--- config.mk ---
export PLATFORM = sky130hd
export DESIGN_NAME = skid_buffer_rd
export DESIGN_NICKNAME = d
export VERILOG_FILES = /design/src/rtl/skid_buffer_rd.sv
export SDC_FILE = /design/constraint.sdc
export NUM_CORES = 1
export LEC_CHECK = 0
export CELL_PAD_IN_SITES_DETAIL_PLACEMENT = 2
export CELL_PAD_IN_SITES_GLOBAL_PLACEMENT = 2
export CORE_MARGIN = 4
export CORE_UTILIZATION = 26
export DETAILED_ROUTE_END_ITERATION = 8
export HOLD_SLACK_MARGIN = 0.1
export PLACE_DENSITY_LB_ADDON = 0.1
export SLEW_MARGIN = 20
export SYNTH_ARGS = -nofsm -noshare
export SYNTH_HDL_FRONTEND = slang
export SYNTH_SLANG_ARGS = --single-unit
--- constraint.sdc ---
create_clock -name clk -period 1.53 [get_ports clk]
set_clock_uncertainty 0.1 [all_clocks]
set_input_delay 0.306 -clock clk [delete_from_list [all_inputs] [get_ports clk]]
set_output_delay 0.306 -clock clk [all_outputs]
set_load 0.01 [all_outputs]
--- src/rtl/skid_buffer_rd.sv ---
// skid_buffer_rd: two-entry valid/ready pipeline buffer (main + skid register).
// The consumer pulls the head word with out_ready. in_ready and out_valid are
// decoded from the state register only, so back-pressure never forms a
// combinational path between pipeline stages.
// Optional build macro SKID_BUFFER_STATS_EN adds the xfer_count and
// stall_cycles statistics outputs.
module skid_buffer_rd #(
    parameter int WIDTH = 64
) (
    input  logic             clk,
    input  logic             reset,
    input  logic             flush,
    input  logic             in_valid,
    output logic             in_ready,
    input  logic [WIDTH-1:0] in_data,
    output logic             out_valid,
    input  logic             out_ready,
`ifdef SKID_BUFFER_STATS_EN
    output logic [15:0]      xfer_count,
    output logic [15:0]      stall_cycles,
`endif
    output logic [WIDTH-1:0] out_data
);

    localparam logic [1:0] EMPTY = 2'b00;
    localparam logic [1:0] ONE   = 2'b01;
    localparam logic [1:0] FULL  = 2'b10;

    logic [1:0]       state_q, state_d;
    logic [WIDTH-1:0] main_q, main_d;
    logic [WIDTH-1:0] skid_q, skid_d;
    logic             in_hs, out_hs;

    assign in_ready  = (state_q != FULL);
    assign out_valid = (state_q != EMPTY);
    assign out_data  = main_q;
    assign in_hs     = in_valid & in_ready;
    assign out_hs    = out_valid & out_ready;

    // Next-state and data-path selection; flush discards everything, including a word offered in the same cycle.
    always_comb begin
        state_d = state_q;
        main_d  = main_q;
        skid_d  = skid_q;
        if (flush) begin
            state_d = EMPTY;
            main_d  = '0;
            skid_d  = '0;
        end else begin
            case (state_q)
                EMPTY: begin
                    if (in_hs) begin
                        state_d = ONE;
                        main_d  = in_data;
                    end
                end
                ONE: begin
                    if (in_hs && out_hs) begin
                        // Head leaves as the new word arrives: new word becomes head.
                        main_d = in_data;
                    end else if (in_hs) begin
                        state_d = FULL;
                        skid_d  = in_data;
                    end else if (out_hs) begin
                        state_d = EMPTY;
                    end
                end
                FULL: begin
                    // in_ready is low here, so only the drain can happen.
                    if (out_hs) begin
                        state_d = ONE;
                        main_d  = skid_q;
                    end
                end
                default: state_d = EMPTY;
            endcase
        end
    end

    // State and storage registers with synchronous reset.
    always_ff @(posedge clk) begin
        if (reset) begin
            state_q <= EMPTY;
            main_q  <= '0;
            skid_q  <= '0;
        end else begin
            state_q <= state_d;
            main_q  <= main_d;
            skid_q  <= skid_d;
        end
    end

`ifdef SKID_BUFFER_STATS_EN
    logic [15:0] xfer_count_q, xfer_count_d;
    logic [15:0] stall_cycles_q, stall_cycles_d;

    assign xfer_count   = xfer_count_q;
    assign stall_cycles = stall_cycles_q;

    // Transfer counter wraps; stall counter saturates. Flush leaves both alone.
    always_comb begin
        xfer_count_d   = xfer_count_q;
        stall_cycles_d = stall_cycles_q;
        if (out_hs) xfer_count_d = xfer_count_q + 16'd1;
        if (out_valid && !out_ready && (stall_cycles_q != 16'hFFFF))
            stall_cycles_d = stall_cycles_q + 16'd1;
    end

    // Statistics registers, cleared only by reset.
    always_ff @(posedge clk) begin
        if (reset) begin
            xfer_count_q   <= '0;
            stall_cycles_q <= '0;
        end else begin
            xfer_count_q   <= xfer_count_d;
            stall_cycles_q <= stall_cycles_d;
        end
    end
`endif

endmodule

* After elaboration in Yosys (flattened, before gate mapping)
Cells that the tools add are included.
Operators by class: magnitude comparators 0, bitwise operators 3, muxes and demuxes 10, shift-type cells 0, add/sub/neg operators 0, reductions and logical operators 8, div/mod/pow operators 0, multipliers 0, eq/ne operators 8
Operators by type and width (count):
- 64-bit 2-to-1 mux | 3
- 64-bit case mux with 3 select lines | 1
- 2-bit 2-to-1 mux | 5
- 2-bit != test, second input constant | 5
- 4-bit AND reduction | 2
- 2-bit case mux with 3 select lines | 1
- 3-bit != test, second input constant | 1
- 3-bit AND reduction | 1
- 3-bit nonzero test | 1
- 1-bit bitwise AND | 2
- 2-bit by 1-bit equality test with 1-bit output, second input constant | 1
- 2-bit equality test, second input constant | 1
- 2-bit logical NOT | 1
- 2-bit nonzero test | 1
- 2-bit OR reduction | 1
- 1-bit logical AND | 1
- 1-bit NOT | 1
Word-level totals: bits of input ports 69, word-level logic and storage cells 32, memory bits (writable) 0, register bits after elaboration 130, latch bits 0, ROM bits 0, memories 0

* Longest topological paths before layout
Gate-level depths: netlist of the first run.
depth after elaboration 6, gate-level depth with buffers 6

* Worst setup path after synthesis of the first run
No wires, ideal clock.
path type register to register, start reg state_q[0], end reg main_q[0] (netlist: out_data[0]), required time 1.344 ns, cell stages (with the launch flop) 6, library setup time 0.086 ns, arrival 1.233 ns, buffers on the path 2, setup slack 0.111 ns, path through dfxtp_1 -> and3b_1 -> a21o_1 -> buf_2 -> buf_1 -> a211oi_1
On the way: word-level cells in the longest chain between the ends 5
Ends and longest elaborated chain:
- start: declaration | RTL line 29 | logic [1:0] state_q, state_d;
- start signal: assignment | RTL line 87 | state_q <= state_d;
- 2-bit != test / 2-bit nonzero test (equally long branches) | RTL line 34, 35
- 1-bit bitwise AND (on tied branches) | RTL line 37, 38
- 1-bit logical AND | RTL line 58 | if (in_hs && out_hs) begin
- 2-bit != test (no line)
- 4-bit AND reduction (no line)
- end signal: assignment | RTL line 88 | main_q <= main_d;
- end: declaration | RTL line 30 | logic [WIDTH-1:0] main_q, main_d;
Parallel ways exist; a longest one is shown, timed or not. A chain may end at the register's enable or synchronous reset.

* Worst setup path in the final report of the first run
start reg state_q[1], end out out_valid
On the way: word-level cells in the longest chain between the ends 1
Ends and longest elaborated chain:
- 2-bit nonzero test | RTL line 35 | assign out_valid = (state_q != EMPTY);
- end: declaration | RTL line 16 | output logic out_valid,
Every way passes these cells.

==> results of run 1 <==
-- per-layer routing --
metal,track usage [%],part of all wire [%],vias up
met5,0,0.063,-
met4,4.794,1.7,2
met3,4.999,3.4,30
met2,32.43,50,121
met1,24.22,45,2767
li1,-,-,2503
-- cell type report --
cell class,count,area share (%)
diodes,1,0.02519
clock buffers,22,4.974
clock inverters,5,0.5541
multi-input cells,402,38.94
flip-flops and latches,130,26.28
well taps,270,3.400
repair buffers,215,25.83
-- sequential cells by signal, indices dropped and copies added (netlist names) --
signal / count
out_data: 64
state_q: 2
skid_q: 64
-- critical path: cells and delay by family, from the launching register on --
kind          cells  cell delay (ns)
flops             1             0.36
buf+inv           2             0.23
simple gates      1             0.23
-- layout by cell type, fill, tap and decap left out, drive strengths merged, types with 2 or more instances in the layout --
cell type,instances
a211oi,128
dfxtp,130
mux2i,64
clkdlybuf4s15,6
buf,73
nand2,129
clkbuf,32
clkinvlp,2
dlygate4sd2,60
a21oi,65
a21o,3
or2,2
clkinv,2
clkdlybuf4s50,66
nand2b,2
-- repair_timing --
action | in CTS | in global routing
setup endpoints to repair | 184 | 133
pin swaps | 27 | 119
setup buffers | 13 | 4
gates resized for setup | 176 | 264
cloned | 12 | 14
-- power by group --
| part | switching, uW | total (uW) | internal [uW] |
|---|---|---|---|
| Combinational | 725 | 1430 | 704 |
| Clock | 1490 | 3880 | 2400 |
| Sequential | 72.4 | 3550 | 3480 |
| Total | 2280 | 8870 | 6580 |
-- worst paths after layout --
kind | to | startpoint | depth (start not counted)
worst max-delay path | out_valid | state_q[1] | 3
worst min register to register | skid_q[4] | skid_q[4] | 2
worst min-delay path | skid_q[4] | skid_q[4] | 2
worst max register to register | out_data[41] | state_q[1] | 8
-- through the flow --
step	instances	utilization [%]	hold WS, ns	TNS, ns	power, uW
floorplan	596	-	0.3357	0	4006
global placement	980	35.95	0.3401	-51.16	4559
detailed placement	980	35.95	0.3505	-59.59	4589
CTS	1032	42.61	0.3554	-4.010	8701
global route	1045	48.63	0.3845	-15.14	9224
finish	1045	48.63	0.3649	-6.597	8865
-- logic make-up (layout without fill, tap and decap cells) --
| family | Yosys count | in the layout | share of synthesized area [%] |
|---|---|---|---|
| mux | 64 | 64 | 11.76 |
| simple gates | 140 | 140 | 10.36 |
| flops | 130 | 130 | 47.78 |
| buf+inv | 65 | 242 | 5.927 |
| compound gates | 197 | 198 | 24.17 |
| other cells | 0 | 1 | 0 |
==> metrics.md, run 1 <==
| Metric | Value |
|---|---|
| Outcome | finished with violations |
| Failing checks | setup timing |
| Starting Density | a little over a quarter |
| Top cell type's share of synthesized area | a little under half |
| Slowest stage delay, CP | 0.36 ns |
| Tcrit/Tclk final | 107.3% |
| DIE AREA | around 23,000 sq um |
| Die Width | between 150 and 200 um |
| RSZ-0062 raised after global routing | true |
| Final setup vio count | ~130 |
| Min Clock Period, post-route | 1.641 ns |
| Final setup margin | -0.1109 ns |
| Critical Path Start Type | flop |
| HPWL Detailed | 13,080 um |
| Mapped Area | about 5400 sq um |
| Antenna Violating Nets Remaining | 0 |
| Final Cell Area | just under 10,000 sq um |
| Slew Limit Fails | 0 |
| Most frequent cell after synthesis | dfxtp_1 |
| Number of I/O pins | between 100 and 150 |
| Total grt overflow | 0 |
| Die Height | 152.7 um |
| Worst path required time | between 1 and 1.5 ns |
| Critical path cell sequence | buf_6 > or2_4 > buf_6 |
| Sink Count | between 100 and 150 |
| Setup slack, reg-to-reg | -0.10 ns |
| Slew margin rel. | around three fifths |
| Layout Nets | 835 |
| Layout cell share with drive strength beyond 1 | between 40% and 50% |
| Largest net degree at the start of global routing | 47 |
| Final hold viol count | 0 |
| Layout area overhead | 82.43% |
| WS Path Type | reg2out |
| Highest Clock Rate | about 0.61 GHz |
| Vias | 5,423 |
| Register area share after synthesis | between 40 and 50% |
| Drt first pass iters | 5 |
| CTS Hold Buffers Added | 0 |
| Worst VDD drop | just over 0.8 mV |
| Tightest Pin Transition | between 0.5 and 0.6 ns |
| Clock Latency Late Sink | between 0.4 and 0.5 ns |
| Std cell rows | 52 |
| Initial antenna violation count | 2 |
| Max cap viols | 0 |
| Gp weighted congestion | about 0.76 |
| Initial detailed-routing violation count | 189 |
| CP endpoint kind | primary output |
| CTS tree | yes |
| Area of the multi-input gates | 3869 sq um |
| TritonCTS Buffers | 17 |
| Clk root buf | clkbuf_16 |
| Worst-path clk slew | around 0.050 ns |
| Pwr/cell area | 892.2 nW/um^2 |
| YS warnings | 0 |
| Synth async-reset ratio | 0% |
| WL final | about 25,000 um |
| Port Buffers | 134 |
| First-pass GRT wire length | between 30,000 and 40,000 um |
| Routed length per instance | between 20 and 25 um |
| EDFF count, synth | 0 |
| Post-placement setup slack | -0.5312 ns |
| Cells after synthesis | 596 |
| Core area | 20,430 sq um |
| CP max-delay cell | dfxtp_4 |
| Critical path data arrival time | ~1.2 ns |
| Drt drc | 0 |
| Worst Path Max Fanout | 3 |
| Synth cell count leaders | dfxtp_1, nand2_1, a211oi_1 |
| Top_reg_cell synth | dfxtp_1 |
| Post-synth cell types | 22 |
| Top cells by area, synth | dfxtp_1, a211oi_1, mux2i_1, nand2_1, a21oi_1 |
| Largest area contributor in the netlist | dfxtp_1 |
| Max Root-Sink Buffers | 2 |
| Flops & latches, synth | between 100 and 150 |
| H-tree depth | 4 |
| Placed Area | ~7300 sq um |
| Drt via density | a little over 5 |
| Reg area | about 2600 sq um |
| Fillers | roughly 2,000 |
| Syn Nets | ~670 |
| Top cell by count, worst path | buf_6 |
| Vias in the first global route | just over 6,000 |
| Leakage | 0.004137 uW |
| HP Class | reg2reg |
| Total Routing Usage GR | approximately a fifth |
| Post-Syn Area per Cell | around 9.1 sq um |
(Power assumes the default switching activity.)
==> run 2: changes to the inputs <==
- SETUP_SLACK_MARGIN: unset -> 0.4
==> run 2 against run 1 <==
Net effect: the flow still finishes with violations (setup timing); flip-flop and latch count unchanged; wire length is 8.4% higher; final area rose by 3.1%; combinational power rose by 9.8%; utilization rose by 1.5 points; clock-buffer cell count decreased by 5; first-iteration DRC count rose by 17%; critical path depth grew 3; non-clock buffer count up 42; worst setup slack got worse by 0.061 ns; fmax fell by 3.6%; critical path type is now reg2reg; largest power group unchanged.
==> metrics.md, run 2 (synthesis gave the netlist of run 1 again) <==
| Metric | Value |
|---|---|
| Antenna Violating Nets Remaining | 0 (unchanged) |
| Port Buffers | 134 (unchanged) |
| Min Clock Period, post-route | 1.702 ns (+0.06122 ns) |
| Number of I/O pins | 135 (unchanged) |
| Tightest Pin Transition | 0.3317 ns (-0.2507 ns) |
| Largest net degree at the start of global routing | 53 (+13%) |
| Crit. Startpoint | state_q[1] |
| Total grt overflow | 0 (unchanged) |
| Post-placement setup slack | -0.5749 ns (-0.04369 ns) |
| Pwr/cell area | 930.0 nW/um^2 (+4.2%) |
| Highest Clock Rate | 0.5875 GHz (-3.6%) |
| TritonCTS Buffers | 17 (unchanged) |
| Gp weighted congestion | 0.6911 (-9.2%) |
| Cells on Worst Hold Path | 2 (unchanged) |
| Placed insts | 976 (-0.41%) |
| Final Instance Count excl. Fillers | 1,091 (+4.4%) |
| Leading cell type in the layout, fill and taps excluded | nand2_1 |
| HP Class | reg2reg |
| Core area | 20,430 sq um (unchanged) |
| Slew Limit Fails | 0 (unchanged) |
| CP endpoint kind | flop |
| Diode count | 0 (-1) |
| Final setup vio count | 107 (-17%) |
| Drt drc | 0 (unchanged) |
| Min-delay src | skid_q[14] |
| Worst Path Max Fanout | 10 (+7) |
| Critical path data arrival time | 1.91 ns (+0.68 ns) |
| Tcrit/Tclk final | 111.3% (+4.0 points) |
| DIE AREA | 23,330 sq um (unchanged) |
| Max Root-Sink Buffers | 2 (unchanged) |
| Layout cell share with drive strength beyond 1 | 58.34% (+11 points) |
| Pwr Total | 9524 uW (+7.4%) |
| Worst-path clk slew | 0.06 ns (about the same) |
| FF-to-FF path depth | 6 (-2) |
| CTS Hold Buffers Added | 0 (unchanged) |
| Routed length per instance | 25.16 um (+3.8%) |
| First-pass GRT wire length | 34,830 um (-1.4%) |
| Layout area overhead | 88.03% |
| Drt via density | 5.154 (-0.68%) |
| Drt first pass iters | 4 (-1) |
| Worst path required time | 1.73 ns (+0.61 ns) |
| Sink Count | 130 (unchanged) |
| Clk root buf | clkbuf_16 |
| Worst VDD drop | 0.7854 mV (-3.2%) |
| RSZ-0062 raised after global routing | true |
| Die Width | 152.7 um (unchanged) |
| Initial antenna violation count | 0 (-2) |
| WS Path Type | reg2reg |
| Max cap viols | 0 (unchanged) |
| HPWL Detailed | 13,210 um (+0.96%) |
| WL final | 27,450 um (+8.4%) |
| Outcome | finished with violations |
| Most frequent cells in the layout | nand2_1, a211oi_2, buf_6 |
| Leakage | 0.004129 uW (-0.21%) |
| Starting Density | 26.66% (unchanged) |
| Clock Latency Late Sink | 0.43 ns (about the same) |
| Final hold viol count | 0 (unchanged) |
| Vias | 5,623 (+3.7%) |
| Failing checks | setup timing |
| H-tree depth | 4 (unchanged) |
| Reg-to-Reg Start | state_q[1] |
| Slew margin rel. | 77.25% (+16 points) |
| Critical Path Start Type | flop |
| Layout Nets | 877 (+5.0%) |
| Std cell rows | 52 (unchanged) |
| Final Hold Slack | 0.3618 ns (-0.003107 ns) |
| Initial detailed-routing violation count | 222 (+17%) |
| CTS tree | yes |
| Vias in the first global route | 6,136 (+1.3%) |
| Die Height | 152.7 um (unchanged) |
| Final setup margin | -0.1721 ns (-0.06122 ns) |
| Total Routing Usage GR | 18.63% (-0.47 points) |
[run 2: critical path, stage by stage, from the launching register on]
cell,delay [ns]
dfxtp_4,0.38
buf_6,0.13
nand2b_4,0.15
buf_12,0.14
clkbuf_16,0.18
mux2i_1,0.35
a211oi_2,0.13
[run 2: metrics by stage]
stage               setup TNS (ns)  area [sq um]  util (%)
floorplan                        0          5688         -
global placement            -55.53          7368     36.07
detailed placement          -61.31          7368     36.07
CTS                        -0.3522          8745     42.80
global route                -12.01         10240     50.13
finish                      -4.397         10240     50.13
[run 2: layer usage]
layer | global-route usage, % | wire [um]
met1 | 22.70 | 11550
met2 | 33.42 | 14440
met3 | 4.317 | 864
met4 | 4.158 | 589
met5 | 0 | 0
[run 2: cell type report]
type / count / area [sq um]
clock buffers: 17 / 425.4
clock inverters: 15 / 190.2
fillers: 2004 / 10190
multi-input cells: 402 / 3547
flip-flops and latches: 130 / 2710
well taps: 270 / 337.8
repair buffers: 257 / 3030
[run 2: path summary, 6_finish.rpt]
path | slack (ns) | end
setup reg to reg | -0.17 | out_data[54]
setup / recovery | -0.17 | out_data[54]
hold / removal | 0.36 | skid_q[14]
hold reg to reg | 0.36 | skid_q[14]
[run 2: repair_timing]
action | 4_1_cts | 5_1_grt
cloned | 4 | 16
pin swaps | 23 | 45
endpoints found under the setup margin | 196 | 196
buffers inserted | 24 | 39
gates resized for setup | 469 | 201
[run 2: power by group]
group	total [uW]	internal, uW	switching (uW)
clock network	4390	2710	1680
logic	1570	827	739
registers	3570	3480	83.1
==> run 3: changes to the inputs <==
- CORE_MARGIN: 4 -> unset
- CORE_UTILIZATION: 26 -> 32
- clock period: 1.53 -> 2.1 ns (I/O delays scaled with it)
==> run 3 against run 2 <==
Net effect: wire length decreased by 27%; fmax down 3.2%; the run now ends clean; worst setup slack gained 0.51 ns; combinational power shrank 55%; first-iteration DRC count grew 9.9%; final area shrank 23%; critical path depth fell by 1; sequential share of layout area up 6.6 points; final cell count shrank 13%; die area decreased by 25%; non-clock buffer count down 93.
==> metrics.md, run 3 (synthesis gave the netlist of run 1 again) <==
| Metric | Value |
|---|---|
| Pwr/cell area | 802.0 nW/um^2 (-14%) |
| Max Root-Sink Buffers | 2 (unchanged) |
| Clock Latency Late Sink | 0.42 ns (about the same) |
| Highest Clock Rate | 0.5689 GHz (-3.2%) |
| Total grt overflow | 0 (unchanged) |
| Most frequent cells in the layout | nand2_1, dfxtp_1, a211oi_1 |
| Core area | 16,580 sq um (-19%) |
| Final core occ | 47.59% (-2.5 points) |
| Drt via density | 5.361 (+4.0%) |
| Min Clock Period, post-route | 1.758 ns (+0.05571 ns) |
| CTS Hold Buffers Added | 0 (unchanged) |
| CP endpoint kind | flop |
| Initial antenna violation count | 1 (+1) |
| Gp weighted congestion | 0.7437 (+7.6%) |
| TritonCTS Buffers | 17 (unchanged) |
| Starting Density | 32.84% (+6.2 points) |
| WS Path Type | reg2reg |
| HP Class | reg2reg |
| Post-placement setup slack | -0.06686 ns (+0.5081 ns) |
| Sink Count | 130 (unchanged) |
| Die Width | 132.5 um (-13%) |
| Vias | 5,082 (-9.6%) |
| Leading cell type in the layout, fill and taps excluded | nand2_1 |
| Final setup vio count | 0 (-100%) |
| WL final | 20,090 um (-27%) |
| Setup slack, reg-to-reg | 0.34 ns (+0.51 ns) |
| Worst path required time | 2.31 ns (+0.58 ns) |
| Port Buffers | 134 (unchanged) |
| Tightest Pin Transition | 0.3709 ns (+0.03917 ns) |
| Clk root buf | clkbuf_16 |
| Worst-path clk slew | 0.06 ns (about the same) |
| Layout cell share with drive strength beyond 1 | 14.03% (-44 points) |
| Drt drc | 0 (unchanged) |
| Critical Path Start Type | flop |
| Worst VDD drop | 0.5790 mV (-26%) |
| First-pass GRT wire length | 30,520 um (-12%) |
| Outcome | finished, final reports clean |
| Routed length per instance | 21.19 um (-16%) |
| DIE AREA | 17,550 sq um (-25%) |
| Layout area overhead | 44.91% |
| Tcrit/Tclk final | 83.71% (-28 points) |
| Antenna Violating Nets Remaining | 0 (unchanged) |
| Die Height | 132.5 um (-13%) |
| Worst Path Max Fanout | 29 (+19) |
| Critical path data arrival time | 1.97 ns (+0.06 ns) |
| Slew margin rel. | 75.27% (-2.0 points) |
| Slew Limit Fails | 0 (unchanged) |
| H-tree depth | 4 (unchanged) |
| Drt first pass iters | 4 (unchanged) |
| FF-to-FF path depth | 5 (-1) |
| Std cell rows | 47 (-9.6%) |
| Largest net degree at the start of global routing | 70 (+32%) |
| Final setup margin | 0.3421 ns (+0.5143 ns) |
| Vias in the first global route | 5,620 (-8.4%) |
| Leakage | 0.003348 uW (-19%) |
| RSZ-0062 raised after global routing | true |
| Total Routing Usage GR | 22.28% (+3.7 points) |
| Layout Nets | 783 (-11%) |
| Number of I/O pins | 135 (unchanged) |
| Max cap viols | 0 (unchanged) |
| Cells on Worst Hold Path | 2 (unchanged) |
| Initial detailed-routing violation count | 244 (+9.9%) |
| Final hold viol count | 0 (unchanged) |
| HPWL Detailed | 11,470 um (-13%) |
| CTS tree | yes |
run 3: stage by stage:
stage / hold WS, ns / cell area (sq um) / power [uW] / instances / setup TNS [ns]
3_3_place_gp: 0.3402 / 7117 / 3300 / 908 / 0
3_5_place_dp: 0.3525 / 7117 / 3324 / 908 / -1.315
2_1_floorplan: 0.3357 / 5446 / 2918 / 596 / 0
6_report: 0.3560 / 7893 / 6330 / 948 / 0
4_1_cts: 0.3587 / 7656 / 6342 / 941 / 0
5_1_grt: 0.3779 / 7890 / 6555 / 947 / 0
run 3: cell type report:
class / instances / area (sq um)
Timing Repair Buffer: 164 / 1692
Clock buffer: 18 / 439.2
Tap cell: 220 / 275.3
Clock inverter: 14 / 163.9
Antenna cell: 1 / 2.502
Multi-Input combinational cell: 401 / 2713
Fill cell: 1761 / 8691
Sequential cell: 130 / 2608
run 3: repair_timing:
item	CTS	global route
buffers inserted	1	3
cloned	0	3
endpoints found under the setup margin	97	69
gates resized for setup	77	37
pin swaps	1	1
run 3: metal layers:
layer	part of all wire (%)	up-vias	track usage [%]
met4	1.2	0	6.705
met2	52	111	39.33
met5	0	-	0
met3	3.9	18	5.134
li1	-	2393	-
met1	43	2560	26.82
run 3: power breakdown:
group	internal, uW	switching [uW]
Combinational	343	359
Clock	1890	1160
Sequential	2530	44.8
Total	4770	1560
run 3: critical path, cell delays in order (launching register included):
cell and delay, ns:
dfxtp_2 0.37, buf_4 0.16, and3b_2 0.26, a21o_2 0.26, buf_12 0.19, a211oi_1 0.29
run 3: path summary, 6_finish.rpt:
path / startpoint / to
hold reg to reg: skid_q[38] / skid_q[38]
setup reg to reg: state_q[0] / out_data[8]
hold / removal: skid_q[38] / skid_q[38]
setup / recovery: state_q[0] / out_data[8]
